===== src/rtl/bus_arbiter_if.sv =====
// ============================================================================
// Module      : bus_arbiter_if
// Description : Request/grant bundle between the bus arbiter and its eight
//               requesters (register file ports, ALU, memory interface, ...).
// Revision    : 1.0 - initial release
// ============================================================================
`default_nettype none

interface bus_arbiter_if;
    logic [7:0] req;
    logic [7:0] done;
    logic [7:0] grant;
    logic [2:0] sel;
    logic       bus_busy;
    logic       timeout;

    // master = arbiter side, slave = requester/bus-mux side
    modport master (
        input  req, done,
        output grant, sel, bus_busy, timeout
    );

    modport slave (
        output req, done,
        input  grant, sel, bus_busy, timeout
    );
endinterface

`default_nettype wire


===== src/rtl/bus_arbiter.sv =====
// ============================================================================
// Module      : bus_arbiter
// Description : Round-robin owner arbiter for the 8-bit internal bus with hold
//               limit and a one-cycle dead turnaround between owners.
// Revision    : 1.0 - initial release
// ============================================================================
`default_nettype none

module bus_arbiter #(
    parameter int MAX_HOLD = 16
) (
    input  wire logic     clk,
    input  wire logic     reset,
    bus_arbiter_if.master bus
);

    localparam int c_CNT_W = $clog2(MAX_HOLD + 1);

    typedef enum logic [1:0] {
        S_IDLE    = 2'd0,
        S_GRANT   = 2'd1,
        S_RELEASE = 2'd2
    } state_t;

    state_t             r_state;
    logic [2:0]         r_ptr;
    logic [c_CNT_W-1:0] r_cnt;
    logic [7:0]         r_grant;
    logic [2:0]         r_sel;
    logic               r_busy;
    logic               r_timeout;

    logic       w_any_req;
    logic [2:0] w_win;
    logic [2:0] w_idx;
    logic       w_own_req;
    logic       w_own_done;
    logic       w_hold_max;

    assign w_any_req  = |bus.req;
    assign w_own_req  = bus.req[r_sel];
    assign w_own_done = bus.done[r_sel];
    assign w_hold_max = (r_cnt == c_CNT_W'(MAX_HOLD));

    // Scan from farthest to nearest so the first requester after r_ptr wins.
    always_comb begin
        w_win = r_ptr;
        w_idx = r_ptr;
        for (int k = 7; k >= 0; k--) begin
            w_idx = r_ptr + 3'(k);
            if (bus.req[w_idx]) begin
                w_win = w_idx;
            end
        end
    end

    always_ff @(posedge clk or posedge reset) begin
        if (reset) begin
            r_state   <= S_IDLE;
            r_ptr     <= 3'd0;
            r_cnt     <= '0;
            r_grant   <= 8'd0;
            r_sel     <= 3'd0;
            r_busy    <= 1'b0;
            r_timeout <= 1'b0;
        end else begin
            r_timeout <= 1'b0;
            case (r_state)
                S_IDLE, S_RELEASE: begin
                    if (w_any_req) begin
                        r_state <= S_GRANT;
                        r_grant <= 8'd1 << w_win;
                        r_sel   <= w_win;
                        r_busy  <= 1'b1;
                        r_ptr   <= w_win + 3'd1;
                        r_cnt   <= c_CNT_W'(1);
                    end else begin
                        r_state <= S_IDLE;
                    end
                end
                S_GRANT: begin
                    if (w_own_done || !w_own_req || w_hold_max) begin
                        r_state   <= S_RELEASE;
                        r_grant   <= 8'd0;
                        r_busy    <= 1'b0;
                        // Only a pure hold-limit release counts as a timeout.
                        r_timeout <= w_hold_max && !w_own_done && w_own_req;
                    end else begin
                        r_cnt <= r_cnt + c_CNT_W'(1);
                    end
                end
                default: begin
                    r_state <= S_IDLE;
                    r_grant <= 8'd0;
                    r_busy  <= 1'b0;
                end
            endcase
        end
    end

    assign bus.grant    = r_grant;
    assign bus.sel      = r_sel;
    assign bus.bus_busy = r_busy;
    assign bus.timeout  = r_timeout;

endmodule

`default_nettype wire

===== src/flat_wrapper.sv =====
// flat-port wrapper written by rule: the top's interface ports become plain ports
module bus_arbiter_flat 
#(
    parameter int MAX_HOLD = 16
)
  (clk, reset, bus_req, bus_done, bus_grant, bus_sel, bus_bus_busy, bus_timeout);
  bus_arbiter_if bus_i ();
  input  wire logic clk;
  input  wire logic reset;
  input wire logic [$bits(bus_i.req)-1:0] bus_req;
  input wire logic [$bits(bus_i.done)-1:0] bus_done;
  output wire logic [$bits(bus_i.grant)-1:0] bus_grant;
  output wire logic [$bits(bus_i.sel)-1:0] bus_sel;
  output wire logic [$bits(bus_i.bus_busy)-1:0] bus_bus_busy;
  output wire logic [$bits(bus_i.timeout)-1:0] bus_timeout;
  assign bus_i.req = bus_req;
  assign bus_i.done = bus_done;
  assign bus_grant = bus_i.grant;
  assign bus_sel = bus_i.sel;
  assign bus_bus_busy = bus_i.bus_busy;
  assign bus_timeout = bus_i.timeout;
  bus_arbiter #(.MAX_HOLD(MAX_HOLD)) u_core (.clk(clk), .reset(reset), .bus(bus_i));
endmodule

===== config.mk =====
export PLATFORM = sky130hd
export DESIGN_NAME = bus_arbiter_flat
export DESIGN_NICKNAME = d
export VERILOG_FILES = /design/src/rtl/bus_arbiter_if.sv /design/src/rtl/bus_arbiter.sv /design/src/flat_wrapper.sv
export SDC_FILE = /design/constraint.sdc
export NUM_CORES = 1
export LEC_CHECK = 0
export BUFFER_PORTS_ARGS = -buffer_cell sky130_fd_sc_hd__buf_2
export CORE_MARGIN = 2
export CORE_UTILIZATION = 35
export DETAILED_ROUTE_END_ITERATION = 6
export PLACE_DENSITY = 0.56
export SLEW_MARGIN = 20
export SYNTH_ARGS = -nofsm -noshare
export SYNTH_HDL_FRONTEND = slang
export SYNTH_SLANG_ARGS = --single-unit

===== constraint.sdc =====
create_clock -name clk -period 4.1 [get_ports clk]
set_input_delay 0 -clock clk [delete_from_list [all_inputs] [get_ports clk]]
set_output_delay 0 -clock clk [all_outputs]
set_load 0.005 [all_outputs]

==> results.json, run 1 <==
{
  "insertion_delay_ns": 0.27,
  "period_share_pct": 81.6,
  "clk_pin_slew_ns": 0.08,
  "grt_pass1_wl_um": 7640,
  "drc": 0,
  "crit_path_end_kind": "flop",
  "ys_async_sr_fraction_pct": 100,
  "dr.pass1.iters": 4,
  "dr.first_iter.drc_count": 102,
  "setup_viol": 0,
  "grt_pass1_vias": 1575,
  "crit_slowest_cell": "mux4_2",
  "row_count": 27,
  "globalplace.congestion": 0.864,
  "setup_tns_ns": 0,
  "fmax_mhz": 299,
  "synth_edf_count": 0,
  "cts_resized": 0,
  "track_usage_pct": 15.1,
  "slew-limit-headroom_pct": 43.0,
  "pwr-share-comb_pct": 77.3,
  "gr-total-overflow": 0,
  "cp_top_family": "multiplexers",
  "cts_setup_buffers": 0,
  "ir_drop_mv": 0.320,
  "synth_area_leaders": "dfrtp_1 (29%), mux4_2 (6.7%), mux2_2 (4.5%)",
  "ant_nets": 0,
  "power_frac_clock_pct": 6.4,
  "swShare_pct": 48.3,
  "cts_buffer_depth": 2,
  "cp-start-kind": "flop",
  "ff2ff_setup_slack_ns": 0.76,
  "dieWidth_um": 79.7,
  "synth_top_area_share_pct": 28.7,
  "chipHeight_um": 79.7,
  "die_area_sq_um": 6360,
  "synth.ff_latch_count": 23,
  "core_area_sq_um": 5510,
  "fill_cells": 540,
  "finalHoldViolCount": 0,
  "slew_violations": 0,
  "drt_wl_total_um": 4570,
  "avgRoutedWirePerCell_um": 15.0,
  "p_sw_w": 0.00107,
  "syn_area_sq_um": 2010,
  "critPathMaxStageDelay_ns": 0.64,
  "clock_skew_ns": 0.00222,
  "yosysWarnings": 0,
  "critPathBufInv": 1,
  "cts-root-buf": "clkbuf_8",
  "post-route-min-period_ns": 3.34,
  "tritoncts": "built",
  "syn2layout_area_growth_pct": 13.2,
  "nets": 257,
  "syn_area_per_cell_sq_um": 9.74,
  "critical_path_class": "flop to flop",
  "diodes": 0,
  "critPathArrivalTime_ns": 3.49,
  "io_pins": 31,
  "worstHoldPathType": "primary input to flop",
  "p_seq_share_pct": 16.3,
  "grt_max_degree": 26,
  "antenna_found_initial": 0,
  "vias": 1718,
  "synth_nets": 229,
  "synth_seq_area_share_pct": 28.7,
  "htree_levels": 1,
  "p_leak_nw": 1.01,
  "p_per_area_nw_per_um2": 973,
  "numPortBuffers": 30,
  "synthDistinctLibCells": 51,
  "dp_hpwl_um": 3380,
  "internal_power_w": 0.00114,
  "synth_cells": 206,
  "drive_gt1_share_pct": 25.8,
  "clock-sinks": 23,
  "synth_area_leader_cell": "dfrtp_1",
  "cts_made_buffers": 3,
  "status": "finished clean",
  "final_common_cell": "buf_2",
  "worstMarginPinSlew_ns": 0.854,
  "crit_required_ns": 4.25,
  "postLayoutCoreUtil_pct": 41.2,
  "max_cap_violations": 0,
  "synth_top_flop_cell": "dfrtp_1",
  "rsz0062_at_grt": "false",
  "crit_path_cell_trace": "clkinv_1 > ha_1 > mux4_2 > mux2i_1 > nand2_1 > o41a_4 > and2_4 > ha_1 > nand2_1 > o21ai_0",
  "layout_common_cells": "buf_2 (30), dfrtp_1 (23), inv_1 (15)",
  "routed_via_density": 5.63,
  "worstPathMaxFanout": 10,
  "initial_utilization_pct": 36.4
}
routing by layer:
layer | vias to the layer above | global-route usage [%] | share of wire (%)
li1 | 828 | - | -
met1 | 836 | 22.7 | 50
met2 | 52 | 23.1 | 45
met3 | 2 | 2.94 | 5.2
met4 | 0 | 1.55 | 0.22
met5 | - | 0 | 0
state kept, by name, indices dropped and copies added, names as in the netlist:
signal               flops
u_core.bus.grant         8
u_core.bus.sel           3
u_core.bus.timeout       1
u_core.r_ptr             3
u_core.r_state           2
u_core.bus.bus_busy      1
u_core.r_cnt             5
cell usage after synthesis (all sizes together), types with 7 or more instances:
master / n
a21oi: 13
a32o: 7
buf: 7
dfrtp: 23
inv: 15
mux2: 8
mux2i: 8
mux4: 9
nand2: 13
nor2: 13
nor2b: 8
what timing repair did:
action	in CTS	in global routing
endpoints found under the hold margin	23	0
hold buffers	1	0
setup endpoints to repair	0	0
final cells by class:
class | count | area (sq um) | share of cell area, %
Multi-Input combinational cell | 155 | 1310 | 57.6
Sequential cell | 23 | 576 | 25.3
Tap cell | 72 | 90.1 | 3.97
Clock buffer | 3 | 41.3 | 1.82
Inverter | 16 | 60.1 | 2.64
Clock inverter | 1 | 5.00 | 0.220
Timing Repair Buffer | 35 | 190 | 8.37
worst min-delay path: stages:
cell and delay (ns):
buf_2 0.10, o32ai_1 0.11, mux4_2 0.25, a21oi_1 0.06
final timing paths:
check | to | start | cells after the start
worst max-delay path | u_core.r_ptr[2]$_DFFE_PP0P_ | u_core.r_ptr[1]$_DFFE_PP0P_ | 10
worst min-delay path | u_core.r_state[1]$_DFFE_PP0P_ | bus_done[1] | 4
worst max register to register | u_core.r_ptr[2]$_DFFE_PP0P_ | u_core.r_ptr[1]$_DFFE_PP0P_ | 10
worst min register to register | u_core.bus.bus_busy$_DFFE_PP0P_ | u_core.bus.bus_busy$_DFFE_PP0P_ | 1
max in group asynchronous | u_core.bus.sel[2]$_DFFE_PP0P_ | reset | 3
min in group asynchronous | u_core.bus.bus_busy$_DFFE_PP0P_ | reset | 3
through the flow:
stage	hold slack (ns)	instance area [sq um]	cells	power [W]	setup slack, ns
after floorplan	0.00192	2010	206	0.00175	0.473
after global placement	0.219	2210	300	0.00207	0.774
after detailed placement	0.225	2210	300	0.00206	0.783
after CTS	0.290	2270	305	0.00221	0.773
after global routing	0.306	2270	305	0.00241	0.488
final	0.287	2270	305	0.00221	0.755
logic make-up after synthesis:
logic type / synth area share [%]
adders and majority gates: 3.12
AOI/OAI and AO/OA: 21.7
and+or+nand+nor: 17.4
buffers and inverters: 6.11
DFF: 28.7
muxes: 19.1
xor gates and xnor gates: 3.87
power by group through the flow:
stage               Sequential [W]  Combinational [W]  Clock, W
finish                    0.000360            0.00171  0.000142
global route              0.000370            0.00188  0.000157
CTS                       0.000360            0.00171  0.000148
detailed placement        0.000364            0.00170         0
global placement          0.000363            0.00171         0
floorplan                 0.000342            0.00141         0
Power figures use the tool's default switching activity.
==> run 2, diff against run 1 <==
PLACE_DENSITY = 0.58   (was 0.56)
clock period = 2.7 ns   (was 4.1 ns; I/O delays follow)
==> run 2 against run 1 <==
Clock-buffer cell count stayed put. The run now ends with setup timing left. Via count increased by 3.8%. Highest routed layer unchanged. Critical endpoint is now u_core.bus.grant[6]$_DFFE_PP0P_. Final cell count up 11%. Utilization up 7.1 points. Wire length increased by 10%. First-iteration DRC count increased by 15%.
==> results.json, run 2 (same netlist as run 1, synthesis figures left out) <==
{
  "grt_pass1_wl_um": 8500,
  "rsz0062_at_grt": "true",
  "drc": 0,
  "critical_path.most_common_cell": "buf_6",
  "dieWidth_um": 79.7,
  "slew_violations": 0,
  "max_cap_violations": 0,
  "critPathBufInv": 3,
  "numPortBuffers": 30,
  "worstHoldPathType": "primary input to flop",
  "min-delay-start": "bus_done[5]",
  "crit_path_cell_trace": "clkinv_8 > ha_4 > mux4_2 > mux2i_4 > buf_6 > nand2_2 > o41a_4 > buf_6 > nor2b_4 > a32o_1",
  "crit_slowest_cell": "mux4_2",
  "die_area_sq_um": 6360,
  "crit_required_ns": 2.86,
  "cts_buffer_depth": 2,
  "cts-root-buf": "clkbuf_8",
  "dp_hpwl_um": 3760,
  "track_usage_pct": 16.9,
  "final_common_cell": "buf_4",
  "whs_endpoint": "u_core.r_state[1]$_DFFE_PP0P_",
  "period_share_pct": 106,
  "gr-total-overflow": 0,
  "post-route-min-period_ns": 2.85,
  "worstPathMaxFanout": 5,
  "fmax_mhz": 351,
  "chipHeight_um": 79.7,
  "layout_common_cells": "buf_4 (35), buf_2 (30), dfrtp_1 (21)",
  "dr.first_iter.drc_count": 117,
  "drive_gt1_share_pct": 44.8,
  "cts_made_buffers": 3,
  "grt_max_degree": 24,
  "setup_viol": 12,
  "cp-start-kind": "flop",
  "clk_pin_slew_ns": 0.08,
  "cp_top_family": "multiplexers",
  "critical_path_class": "flop to flop",
  "cp.depth": 10,
  "ff2ff_setup_slack_ns": -0.15,
  "status": "finished, violations left",
  "drt_wl_total_um": 5040,
  "slew-limit-headroom_pct": 42.7,
  "ff2ff_path_depth": 10,
  "vias": 1783,
  "timing.rr.end": "u_core.bus.grant[6]$_DFFE_PP0P_",
  "tritoncts": "built",
  "dr.pass1.iters": 4,
  "finalHoldViolCount": 0,
  "grt_pass1_vias": 1735,
  "clock-sinks": 23,
  "io_pins": 31,
  "ant_nets": 0,
  "core_area_sq_um": 5510,
  "critPathMaxStageDelay_ns": 0.56,
  "initial_utilization_pct": 36.4,
  "row_count": 27,
  "globalplace.congestion": 0.867,
  "holdPathStages": 4,
  "largest_reg_flops": 8,
  "setup_ws_ns": -0.152,
  "timing.rr.start": "u_core.r_ptr[1]$_DFFE_PP0P_",
  "worstMarginPinSlew_ns": 0.858,
  "violations": "setup timing",
  "insertion_delay_ns": 0.26,
  "setup_tns_ns": -1.26,
  "avgRoutedWirePerCell_um": 14.8,
  "nets": 292,
  "clock_skew_ns": 0.00401,
  "routed_via_density": 5.24,
  "antenna_found_initial": 0,
  "htree_levels": 1,
  "diodes": 0,
  "syn2layout_area_growth_pct": 32.7,
  "critPathArrivalTime_ns": 3.01,
  "crit_path_end_kind": "flop"
}
==> run 2: metal layers <==
layer  global-route usage, %  wire length, um  up-vias
met3                    2.49              165        6
met4                    2.24               57        0
met1                    25.5             2520      847
met2                    26.3             2300       35
met5                       0                0        -
li1                        -                -      895
==> run 2: how the worst max path moves through the flow <==
stage | start | end | slack [ns]
floorplan | u_core.r_ptr[1]$_DFFE_PP0P_ | u_core.bus.grant[7]$_DFFE_PP0P_ | -0.45
global placement | u_core.r_ptr[0]$_DFFE_PP0P_ | u_core.bus.grant[1]$_DFFE_PP0P_ | -0.33
global route | u_core.r_ptr[1]$_DFFE_PP0P_ | u_core.bus.grant[4]$_DFFE_PP0P_ | -0.23
detailed placement | u_core.r_ptr[0]$_DFFE_PP0P_ | u_core.bus.grant[1]$_DFFE_PP0P_ | -0.32
CTS | u_core.r_ptr[1]$_DFFE_PP0P_ | u_core.bus.grant[6]$_DFFE_PP0P_ | -0.15
finish | u_core.r_ptr[1]$_DFFE_PP0P_ | u_core.bus.grant[6]$_DFFE_PP0P_ | -0.15
==> run 2: timing repair <==
action / 4_1_cts / 5_1_grt
setup endpoints to repair: 14 / 13
pin swaps: 7 / 4
buffers inserted: 3 / 1
hold buffers: 1 / 0
gates cloned: 0 / 0
gates resized for setup: 13 / 16
endpoints found under the hold margin: 23 / 0
==> run 2: final cells by class <==
type	instances	area (sq um)
clock buffers	3	41.3
clock inverters	1	5.00
fillers	516	2840
inverters	16	72.6
multi-input cells	155	1410
flip-flops and latches	23	578
well taps	72	90.1
repair buffers	70	468
==> run 2: metrics by stage <==
stage	hold slack (ns)	worst slack [ns]	cells	utilization [%]	cell area, sq um
after floorplan	0.00192	-0.449	206	-	2080
after global placement	0.213	-0.333	331	45.1	2480
after detailed placement	0.221	-0.318	331	45.1	2480
after CTS	0.319	-0.151	339	47.2	2600
after global routing	0.346	-0.229	340	48.4	2660
final	0.313	-0.152	340	48.4	2660
==> run 2: worst register-to-register path: stages, from the launching register on <==
cell and delay [ns]:
dfrtp_2 0.47, clkinv_8 0.07, ha_4 0.28, mux4_2 0.56, mux2i_4 0.20, buf_6 0.12, nand2_2 0.06, o41a_4 0.51
buf_6 0.14, nor2b_4 0.12, a32o_1 0.24
Power of run 2 is not shown: default switching activity piles up to over one toggle a cycle in this logic, so the estimate is an artifact.
==> run 3, diff against run 2 <==
REMOVE_ABC_BUFFERS = 1   (was default)
==> run 3 against run 2 <==
The flow still finishes with violations (setup timing). Non-clock buffer count up 8. Clock skew is 0.0025 ns higher. Hold slack barely moved. Maximum frequency rose by 1.4%. Highest routed layer unchanged. Critical endpoint is now u_core.bus.grant[7]$_DFFE_PP0P_.
==> results.json, run 3 (same netlist as run 1, synthesis figures left out) <==
{
  "htree_levels": 1,
  "dp_hpwl_um": 3680,
  "globalRouteMet2Util_pct": 26.7,
  "syn2layout_area_growth_pct": 37.3,
  "stdcell_count": 348,
  "layout_common_cells": "buf_4 (41), buf_2 (30), dfrtp_1 (23)",
  "max_cap_violations": 0,
  "die_area_sq_um": 6360,
  "worstHoldPathType": "primary input to flop",
  "core_area_sq_um": 5510,
  "whs_endpoint": "u_core.r_state[1]$_DFFE_PP0P_",
  "drive_gt1_share_pct": 47.1,
  "ant_nets": 0,
  "setup_ws_ns": -0.113,
  "largest_reg_flops": 8,
  "crit_required_ns": 2.86,
  "fmax_mhz": 356,
  "grt_max_degree": 24,
  "setup_viol": 11,
  "timing.rr.end": "u_core.bus.grant[7]$_DFFE_PP0P_",
  "final_common_cell": "buf_4",
  "worstPathMaxFanout": 6,
  "use_met1_pct": 23.0,
  "clock-sinks": 23,
  "slew-limit-headroom_pct": 42.3,
  "row_count": 27,
  "globalplace.congestion": 0.909,
  "grt_pass1_vias": 1737,
  "dr.pass1.iters": 4,
  "multi_input_area_sq_um": 1440,
  "grt_pass1_wl_um": 8270,
  "crit_path_end_kind": "flop",
  "seqCellArea_sq_um": 576,
  "insertion_delay_ns": 0.26,
  "diodes": 0,
  "numPortBuffers": 30,
  "gr-total-overflow": 0,
  "chipHeight_um": 79.7,
  "finalHoldViolCount": 0,
  "ff2ff_path_depth": 9,
  "period_share_pct": 104,
  "track_usage_pct": 16.3,
  "initial_utilization_pct": 36.4,
  "nets": 300,
  "worstMarginPinSlew_ns": 0.865,
  "clock_skew_ns": 0.00654,
  "dieWidth_um": 79.7,
  "use_met3_pct": 2.83,
  "tritoncts": "built",
  "routed_via_density": 5.34,
  "dr.first_iter.drc_count": 102,
  "drt_wl_total_um": 5070,
  "antenna_found_initial": 0,
  "fill_cells": 515,
  "violations": "setup timing",
  "min-delay-start": "bus_done[1]",
  "cts-root-buf": "clkbuf_8",
  "critical_path_class": "flop to flop",
  "grt-busiest-layer": "met2",
  "avgRoutedWirePerCell_um": 14.6,
  "holdPathStages": 4,
  "ff2ff_setup_slack_ns": -0.11,
  "clk_pin_slew_ns": 0.08,
  "cp-start-kind": "flop",
  "cts_buffer_depth": 2,
  "io_pins": 31,
  "slew_violations": 0,
  "drc": 0,
  "critPathArrivalTime_ns": 2.97,
  "cts_made_buffers": 3,
  "rsz0062_at_grt": "true",
  "dp.cells": 330,
  "timing.rr.start": "u_core.r_ptr[0]$_DFFE_PP0P_",
  "vias": 1859,
  "post-route-min-period_ns": 2.81,
  "status": "finished, violations left"
}
[run 3: cell count changes in the layout (fill, tap and decap cells not counted), moves of 2 or more]
cell and change:
dfrtp_1 +2, dfrtp_2 -2, a211oi_1 -2, nand2_1 +2, nand2_2 -2, a211oi_2 +2, buf_4 +6
[run 3: cell type report]
| cell class | instances | share of cell area, % |
|---|---|---|
| Clock buffer | 3 | 1.50 |
| Inverter | 16 | 2.23 |
| Clock inverter | 1 | 0.182 |
| Sequential cell | 23 | 20.9 |
| Multi-Input combinational cell | 155 | 52.2 |
| Timing Repair Buffer | 78 | 19.8 |
| Tap cell | 72 | 3.27 |
[run 3: metrics by stage]
step	cell area, sq um	util, %	hold slack, ns	setup WS [ns]	TNS, ns
finish	2760	50.0	0.313	-0.113	-0.524
global route	2760	50.0	0.346	-0.207	-2.00
CTS	2630	47.7	0.302	-0.0861	-0.403
detailed placement	2440	44.3	0.218	-0.241	-2.05
global placement	2440	44.3	0.220	-0.211	-1.71
floorplan	1940	-	0.00192	-1.12	-11.24
[run 3: how the worst max path moves through the flow]
stage	from	end	slack [ns]	depth (start not counted)
floorplan	u_core.r_ptr[1]$_DFFE_PP0P_	u_core.r_ptr[2]$_DFFE_PP0P_	-1.12	12
global placement	u_core.r_ptr[1]$_DFFE_PP0P_	u_core.r_ptr[2]$_DFFE_PP0P_	-0.21	10
detailed placement	u_core.r_ptr[1]$_DFFE_PP0P_	u_core.r_ptr[2]$_DFFE_PP0P_	-0.24	10
CTS	u_core.r_ptr[1]$_DFFE_PP0P_	u_core.bus.grant[7]$_DFFE_PP0P_	-0.09	11
global route	u_core.r_ptr[0]$_DFFE_PP0P_	u_core.r_ptr[2]$_DFFE_PP0P_	-0.21	10
finish	u_core.r_ptr[0]$_DFFE_PP0P_	u_core.bus.grant[7]$_DFFE_PP0P_	-0.11	9
[run 3: metal layers]
layer	wire [um]	vias up
li1	-	914
met1	2400	894
met2	2430	47
met3	204	4
met4	37	0
met5	0	-
[run 3: timing repair]
action	in CTS	in global routing
gates cloned	0	0
endpoints found under the hold margin	23	0
buffers inserted	3	10
resized for setup	27	15
setup endpoints to repair	13	13
pin swaps	6	10
hold buffers	1	0
[run 3: critical path, cell delays in order (launching register included)]
cell and delay (ns):
dfrtp_1 0.40, inv_1 0.09, ha_4 0.30, mux4_2 0.59, mux2i_4 0.23, nand2_1 0.10
o41a_4 0.50, and2_4 0.18, ha_4 0.14, a22o_1 0.19
Power of run 3 is left out for the same reason.
